**src/rtl/interleaver_pkg.sv**
```systemverilog
// Shared constants and controller state encoding for the interleaver read side.
package interleaver_pkg;

    localparam int ADDR_W       = 13;
    localparam int LANES        = 8;
    localparam int SETUP_CYCLES = 16;

    typedef enum logic [1:0] {
        IDLE,
        SETUP,
        RUN,
        DRAIN
    } state_e;

endpackage

```
**src/rtl/qpp_mod_add.sv**
```systemverilog
// Combinational modular add: o_sum = (i_a + i_b) mod i_k, both operands below i_k.
module qpp_mod_add #(
    parameter int W = 13
) (
    input  logic [W-1:0] i_a,
    input  logic [W-1:0] i_b,
    input  logic [W-1:0] i_k,
    output logic [W-1:0] o_sum
);

    logic [W:0] w_sum;
    logic [W:0] w_red;

    assign w_sum = {1'b0, i_a} + {1'b0, i_b};
    assign w_red = w_sum - {1'b0, i_k};
    assign o_sum = (w_sum >= {1'b0, i_k}) ? w_red[W-1:0] : w_sum[W-1:0];

endmodule

```
**src/rtl/qpp_read_addr_gen.sv**
```systemverilog
// QPP read-address generator: 8 interleaved addresses per cycle, captures RAM bits
// and hands each 8-bit group downstream over a valid/ready handshake.
module qpp_read_addr_gen #(
    parameter int ADDR_W = interleaver_pkg::ADDR_W
) (
    input  logic              clk,
    input  logic              rst_n,
    input  logic              start,
    input  logic [ADDR_W-1:0] blk_len,
    input  logic [ADDR_W-1:0] f1,
    input  logic [ADDR_W-1:0] f2,
    output logic [ADDR_W-1:0] read_addr0,
    output logic [ADDR_W-1:0] read_addr1,
    output logic [ADDR_W-1:0] read_addr2,
    output logic [ADDR_W-1:0] read_addr3,
    output logic [ADDR_W-1:0] read_addr4,
    output logic [ADDR_W-1:0] read_addr5,
    output logic [ADDR_W-1:0] read_addr6,
    output logic [ADDR_W-1:0] read_addr7,
    input  logic [7:0]        ram_data,
    output logic [7:0]        bits,
    output logic              bits_valid,
    input  logic              bits_ready,
    output logic              busy,
    output logic              done,
    output logic              err
);

    import interleaver_pkg::*;

    localparam logic [ADDR_W-1:0] K_MAX      = {{(ADDR_W-3){1'b1}}, 3'b000};
    localparam logic [ADDR_W-4:0] M_ONE      = {{(ADDR_W-4){1'b0}}, 1'b1};
    localparam logic [3:0]        LAST_SETUP = 4'(SETUP_CYCLES - 1);

    state_e r_state;
    state_e w_state_nxt;

    logic [ADDR_W-1:0] r_k;
    logic [ADDR_W-1:0] r_f2x2;
    logic [ADDR_W-1:0] r_p;
    logic [ADDR_W-1:0] r_g;
    logic [ADDR_W-1:0] r_c;
    logic [3:0]        r_i;
    logic [ADDR_W-4:0] r_m;
    logic [ADDR_W-1:0] r_base [LANES];
    logic [ADDR_W-1:0] r_d    [LANES];
    logic [7:0]        r_bits;
    logic              r_bits_valid;
    logic              r_done;
    logic              r_err;

    logic [ADDR_W-1:0] w_base_nxt [LANES];
    logic [ADDR_W-1:0] w_d_nxt    [LANES];
    logic [ADDR_W-1:0] w_g_init;
    logic [ADDR_W-1:0] w_f2x2_init;
    logic [ADDR_W-1:0] w_p_nxt;
    logic [ADDR_W-1:0] w_g_nxt;
    logic [ADDR_W-1:0] w_c_dbl;
    logic [ADDR_W-1:0] w_neg_base;
    logic [ADDR_W-1:0] w_dsub;
    logic [ADDR_W-4:0] w_last_m;
    logic              w_k_legal;
    logic              w_start_ok;
    logic              w_start_bad;
    logic              w_adv;
    logic              w_last;
    logic              w_final_acc;
    logic              w_busy;

    assign w_k_legal   = (blk_len[2:0] == 3'b000) && (blk_len != '0) && (blk_len <= K_MAX);
    assign w_start_ok  = start && (r_state == IDLE) && w_k_legal;
    assign w_start_bad = start && (r_state == IDLE) && !w_k_legal;
    assign w_adv       = (r_state == RUN) && (!r_bits_valid || bits_ready);
    assign w_last_m    = r_k[ADDR_W-1:3] - M_ONE;
    assign w_last      = (r_m == w_last_m);
    assign w_final_acc = (r_state == DRAIN) && r_bits_valid && bits_ready;

    // Initial walk values use the incoming K since r_k is loaded on the same edge.
    qpp_mod_add #(.W(ADDR_W)) u_g_init (.i_a(f1), .i_b(f2), .i_k(blk_len), .o_sum(w_g_init));
    qpp_mod_add #(.W(ADDR_W)) u_f2x2   (.i_a(f2), .i_b(f2), .i_k(blk_len), .o_sum(w_f2x2_init));
    qpp_mod_add #(.W(ADDR_W)) u_walk_p (.i_a(r_p), .i_b(r_g), .i_k(r_k), .o_sum(w_p_nxt));
    qpp_mod_add #(.W(ADDR_W)) u_walk_g (.i_a(r_g), .i_b(r_f2x2), .i_k(r_k), .o_sum(w_g_nxt));
    qpp_mod_add #(.W(ADDR_W)) u_c_dbl  (.i_a(r_c), .i_b(r_c), .i_k(r_k), .o_sum(w_c_dbl));

    // p - base is p + (K - base); base == 0 gives K - 0 = K, which still reduces to p.
    assign w_neg_base = r_k - r_base[r_i[2:0]];
    qpp_mod_add #(.W(ADDR_W)) u_dsub   (.i_a(r_p), .i_b(w_neg_base), .i_k(r_k), .o_sum(w_dsub));

    for (genvar j = 0; j < LANES; j++) begin : g_lane
        qpp_mod_add #(.W(ADDR_W)) u_base (.i_a(r_base[j]), .i_b(r_d[j]), .i_k(r_k), .o_sum(w_base_nxt[j]));
        qpp_mod_add #(.W(ADDR_W)) u_d    (.i_a(r_d[j]), .i_b(r_c), .i_k(r_k), .o_sum(w_d_nxt[j]));
    end

    always_ff @(posedge clk or negedge rst_n) begin
        if (!rst_n) begin
            r_state <= IDLE;
        end else begin
            r_state <= w_state_nxt;
        end
    end

    always_comb begin
        w_state_nxt = r_state;
        w_busy      = 1'b0;
        case (r_state)
            IDLE: begin
                if (w_start_ok) w_state_nxt = SETUP;
            end
            SETUP: begin
                w_busy = 1'b1;
                if (r_i == LAST_SETUP) w_state_nxt = RUN;
            end
            RUN: begin
                w_busy = 1'b1;
                if (w_adv && w_last) w_state_nxt = DRAIN;
            end
            DRAIN: begin
                w_busy = 1'b1;
                if (w_final_acc) w_state_nxt = IDLE;
            end
            default: w_state_nxt = IDLE;
        endcase
    end

    always_ff @(posedge clk or negedge rst_n) begin
        if (!rst_n) begin
            r_k    <= '0;
            r_f2x2 <= '0;
            r_p    <= '0;
            r_g    <= '0;
            r_c    <= '0;
            r_i    <= '0;
            r_m    <= '0;
        end else begin
            case (r_state)
                IDLE: begin
                    if (w_start_ok) begin
                        r_k    <= blk_len;
                        r_f2x2 <= w_f2x2_init;
                        r_p    <= '0;
                        r_g    <= w_g_init;
                        r_c    <= f2;
                        r_i    <= '0;
                        r_m    <= '0;
                    end
                end
                SETUP: begin
                    r_p <= w_p_nxt;
                    r_g <= w_g_nxt;
                    // Seven doublings leave c = 128*f2 mod K, the second difference per group.
                    if (r_i < 4'd7) r_c <= w_c_dbl;
                    r_i <= r_i + 4'd1;
                end
                RUN: begin
                    if (w_adv) r_m <= r_m + M_ONE;
                end
                default: ;
            endcase
        end
    end

    always_ff @(posedge clk or negedge rst_n) begin
        if (!rst_n) begin
            for (int j = 0; j < LANES; j++) begin
                r_base[j] <= '0;
                r_d[j]    <= '0;
            end
        end else if (r_state == SETUP) begin
            if (!r_i[3]) r_base[r_i[2:0]] <= r_p;
            else         r_d[r_i[2:0]]    <= w_dsub;
        end else if (w_adv) begin
            for (int j = 0; j < LANES; j++) begin
                r_base[j] <= w_base_nxt[j];
                r_d[j]    <= w_d_nxt[j];
            end
        end
    end

    always_ff @(posedge clk or negedge rst_n) begin
        if (!rst_n) begin
            r_bits       <= '0;
            r_bits_valid <= 1'b0;
            r_done       <= 1'b0;
            r_err        <= 1'b0;
        end else begin
            r_done <= w_final_acc;
            r_err  <= w_start_bad;
            if (w_adv) begin
                r_bits       <= ram_data;
                r_bits_valid <= 1'b1;
            end else if (bits_ready) begin
                r_bits_valid <= 1'b0;
            end
        end
    end

    assign read_addr0 = r_base[0];
    assign read_addr1 = r_base[1];
    assign read_addr2 = r_base[2];
    assign read_addr3 = r_base[3];
    assign read_addr4 = r_base[4];
    assign read_addr5 = r_base[5];
    assign read_addr6 = r_base[6];
    assign read_addr7 = r_base[7];
    assign bits       = r_bits;
    assign bits_valid = r_bits_valid;
    assign busy       = w_busy;
    assign done       = r_done;
    assign err        = r_err;

endmodule

```
**config.mk**
```make
export PLATFORM = sky130hd
export DESIGN_NAME = qpp_read_addr_gen
export DESIGN_NICKNAME = d
export VERILOG_FILES = /design/src/rtl/interleaver_pkg.sv /design/src/rtl/qpp_mod_add.sv /design/src/rtl/qpp_read_addr_gen.sv
export SDC_FILE = /design/constraint.sdc
export NUM_CORES = 2
export LEC_CHECK = 0
export BUFFER_PORTS_ARGS = -buffer_cell sky130_fd_sc_hd__buf_4
export CORE_AREA = 2 2 279 281
export DETAILED_ROUTE_END_ITERATION = 8
export DIE_AREA = 0 0 281 283
export HOLD_SLACK_MARGIN = 0.15
export PLACE_DENSITY = 0.77
export SETUP_SLACK_MARGIN = 0.02
export SLEW_MARGIN = 20
export SYNTH_ARGS = -nofsm -noshare
export SYNTH_HDL_FRONTEND = slang
export SYNTH_SLANG_ARGS = --single-unit
```
**constraint.sdc**
```tcl
create_clock -name clk -period 6.4 [get_ports clk]
set_clock_uncertainty 0.05 [all_clocks]
set_input_delay 0 -clock clk [delete_from_list [all_inputs] [get_ports clk]]
set_output_delay 0 -clock clk [all_outputs]
set_load 0.02 [all_outputs]
```
==> results.rst <==
.. list-table::
   :header-rows: 1

   * - Metric
     - Value
   * - Number of warning messages in the yosys log
     - 0
   * - Dominant synthesized flop cell
     - sky130_fd_sc_hd__dfrtp_1
   * - Maximum number of pins on one net before global-route repair
     - 161
   * - Number of iterations in the first detailed-routing pass
     - 6
   * - Routability congestion estimate from global placement
     - 1.112
   * - Vias
     - 45260
   * - Clock sink count
     - 300
   * - Share of the cycle needed by the critical path after routing
     - 101.9%
   * - Post-detailed-placement half-perimeter wirelength
     - 132100 um
   * - Crit-path max cell delay
     - 0.45 ns
   * - Cell taking the most area after synthesis
     - sky130_fd_sc_hd__dfrtp_1
   * - FF-to-FF path depth
     - 32
   * - Via density
     - 6.915
   * - Top register by number of flip-flops
     - r_d
   * - Final routed DRC violation total
     - 0
   * - Average wire per standard cell
     - 27.37 um
   * - Die Height
     - 283 um
   * - Wire length of the first global-routing pass
     - 260700 um
   * - Peak Freq
     - 153.3 MHz
   * - Final number of hold-violating endpoints
     - 0
   * - RSZ-0062 raised after global routing
     - true
   * - Top delay family on crit path
     - compound AO/OA/AOI/OAI gates
   * - Max FFs per register
     - 104
   * - Violations in the final reports
     - negative setup slack
   * - Floorplan core area
     - 76700 sq um
   * - Vias in the first global route
     - 41710
   * - Fin worst setup slack
     - -0.1229 ns
   * - Hold-critical path depth
     - 3
   * - Initial antenna violation count
     - 11
   * - Worst slack at placement
     - -0.2794 ns
   * - Slew @ Worst Pin
     - 1.307 ns
   * - Initial Utilization
     - 54.50%
   * - Critical path start-end classification
     - register to register
   * - Clock Tree Root
     - sky130_fd_sc_hd__clkbuf_16
   * - Status
     - complete, but fails checks
   * - Clock buffer depth
     - 3
   * - Top cells by instance count after synthesis
     - 568 x sky130_fd_sc_hd__ha_1, 458 x sky130_fd_sc_hd__a21oi_1, 381 x sky130_fd_sc_hd__nor2_1
   * - Max-Cap Viols
     - 0
   * - Total standard cell area after synthesis
     - 41800 sq um
   * - Depth of the critical timing path with buffers and inverters included
     - 32
   * - Post-DRT Antenna Nets
     - 0
   * - EDFF count, synth
     - 0
   * - Clock H-tree levels
     - 2
   * - Overall die area
     - 79520 sq um
   * - Type of element capturing the critical path
     - register
   * - Synth Net Count
     - 5806
   * - Port Buffers
     - 166
   * - Max-slew violation total from the final report
     - 0
   * - Headroom to the max-slew limit
     - 12.75%
   * - Top fanout value on the critical path
     - 8
   * - Wire length reported by the detailed router
     - 179200 um
   * - Synthesized area per cell
     - 8.127 sq um
   * - Ranking of synthesized cells by area
     - sky130_fd_sc_hd__dfrtp_1 18%, sky130_fd_sc_hd__ha_1 17%, sky130_fd_sc_hd__xnor2_1 5.9%, sky130_fd_sc_hd__a21oi_1 5.5%, sky130_fd_sc_hd__mux2i_1 4.7%
   * - Worst min-delay path category
     - input pin to register
   * - Overflow after GRT
     - 0
   * - Post-Synthesis Cells
     - 5144
   * - Cell with the most instances after synthesis
     - sky130_fd_sc_hd__ha_1
   * - Buffer and inverter count on the worst path
     - 7
   * - Drt initial violations
     - 5849
   * - Synth cell types
     - 101
   * - Die Width
     - 281 um
   * - Async set or reset register ratio after synthesis
     - 100.0%
   * - Final setup viols
     - 37
   * - #FFs+latches synth
     - 300
   * - Fraction of final layout cells with drive strength greater than 1
     - 13.18%
   * - Number of rows in the core area
     - 102
   * - Crit start category
     - register
   * - TritonCTS clock tree
     - yes
   * - Cell with the largest stage delay on the worst path
     - sky130_fd_sc_hd__dfrtp_2
   * - Clock period minus worst slack
     - 6.523 ns
   * - Worst endpoint required time
     - 6.78 ns
   * - Worst-Skew Late Latency
     - 0.62 ns
   * - Arrival @ worst endpoint
     - 6.91 ns
   * - I/O pin cnt
     - 167
   * - Area grow syn2layout
     - 15.92%
   * - Clock transition at the register clock pins on the worst setup and hold paths after CTS
     - 0.06 ns
   * - Proportion of netlist area held by the largest area contributor
     - 17.96%
   * - # nets final
     - 6132
   * - Post-synthesis sequential area ratio
     - 17.96%
   * - Clock buffer count from CTS
     - 40
   * - Total routing usage reported by global routing
     - 43.27%
==> through the flow <==
| stage | hold WS [ns] | utilization (%) | TNS [ns] | instance area, sq um | cells |
|---|---|---|---|---|---|
| finish | 0.1573 | 63.18 | -1.739 | 48460 | 6545 |
| detailed placement | -0.08223 | 59.25 | -3.175 | 45450 | 6384 |
| global placement | -0.09340 | 59.25 | -0.6365 | 45440 | 6384 |
| floorplan | -0.3456 | - | 0 | 41870 | 5144 |
| global route | 0.2054 | 63.16 | -20.37 | 48440 | 6539 |
| CTS | 0.1531 | 61.94 | 0 | 47510 | 6516 |
==> worst register-to-register path, delay by kind of cell (launching register included) <==
family | cells | cell delay [ns]
compound gates | 12 | 2.49
mux | 1 | 0.23
simple gates | 7 | 1.01
flops | 1 | 0.45
buf+inv | 7 | 0.89
xor+xnor | 1 | 0.17
fa+ha+maj | 4 | 1.06
==> final timing paths <==
kind	startpoint	end	slack, ns
hold / removal	bits_ready	done	0.16
min in group asynchronous	rst_n	read_addr3[4]	0.56
setup / recovery	r_i[1]	r_d[97]	-0.12
hold reg to reg	bits[2]	bits[2]	0.43
max in group asynchronous	rst_n	r_f2x2[3]	4.55
setup reg to reg	r_i[1]	r_d[97]	-0.12
==> placed cells by master, fill, tap and decap left out, types with 40 or more instances in the layout <==
cell	n
sky130_fd_sc_hd__mux2i_1	194
sky130_fd_sc_hd__and3_1	79
sky130_fd_sc_hd__clkbuf_16	43
sky130_fd_sc_hd__or3_1	62
sky130_fd_sc_hd__o21ai_1	40
sky130_fd_sc_hd__o21a_1	78
sky130_fd_sc_hd__nor3_1	188
sky130_fd_sc_hd__dfrtp_1	297
sky130_fd_sc_hd__a22oi_1	43
sky130_fd_sc_hd__a21o_1	117
sky130_fd_sc_hd__o31ai_1	44
sky130_fd_sc_hd__nand3_1	116
sky130_fd_sc_hd__a221oi_1	51
sky130_fd_sc_hd__nand2b_1	42
sky130_fd_sc_hd__nor2b_1	69
sky130_fd_sc_hd__buf_4	358
sky130_fd_sc_hd__a31oi_1	44
sky130_fd_sc_hd__a21oi_1	440
sky130_fd_sc_hd__inv_1	170
sky130_fd_sc_hd__dlygate4sd3_1	60
sky130_fd_sc_hd__o211ai_1	51
sky130_fd_sc_hd__nand4_1	60
sky130_fd_sc_hd__mux2_2	41
sky130_fd_sc_hd__xor2_1	137
sky130_fd_sc_hd__fa_1	42
sky130_fd_sc_hd__ha_1	564
sky130_fd_sc_hd__nor2_1	374
sky130_fd_sc_hd__nand2_1	358
sky130_fd_sc_hd__xnor2_1	279
sky130_fd_sc_hd__o21ai_0	290
sky130_fd_sc_hd__a211oi_1	73
==> cell families after synthesis <==
logic type	after synthesis	share of synthesized area, %
buffers and inverters	357	3.373
AOI/OAI and AO/OA	1720	27.49
and+or+nand+nor	1493	17.25
muxes	244	6.094
adders and majority gates	611	19.06
xor gates and xnor gates	419	8.779
DFF	300	17.96
==> metal layers <==
layer / part of all wire [%] / up-vias / track usage (%)
met5: 0.090 / - / 0
met4: 9.2 / 14 / 31.27
met3: 14 / 855 / 13.68
met2: 40 / 2990 / 61.60
met1: 37 / 21210 / 54.81
li1: - / 20190 / -
==> repair_timing <==
item                                    in CTS  in global routing
setup buffers                                0                 22
hold endpoints to repair                   311                  0
hold buffers                                61                  0
resized for setup                            9                171
pin swaps                                    2                 85
gates cloned                                 0                  1
endpoints found under the setup margin      57                104
==> final cells by class <==
class	instances	area, sq um
flip-flops and latches	300	7511
inverters	184	693.2
repair buffers	457	3869
diodes	6	15.01
fillers	6662	28240
clock buffers	53	1172
well taps	1040	1301
multi-input cells	4487	33660
clock inverters	18	234.0
Power is not shown: default switching activity piles up to over one toggle a cycle in this logic, so the estimate is an artifact.
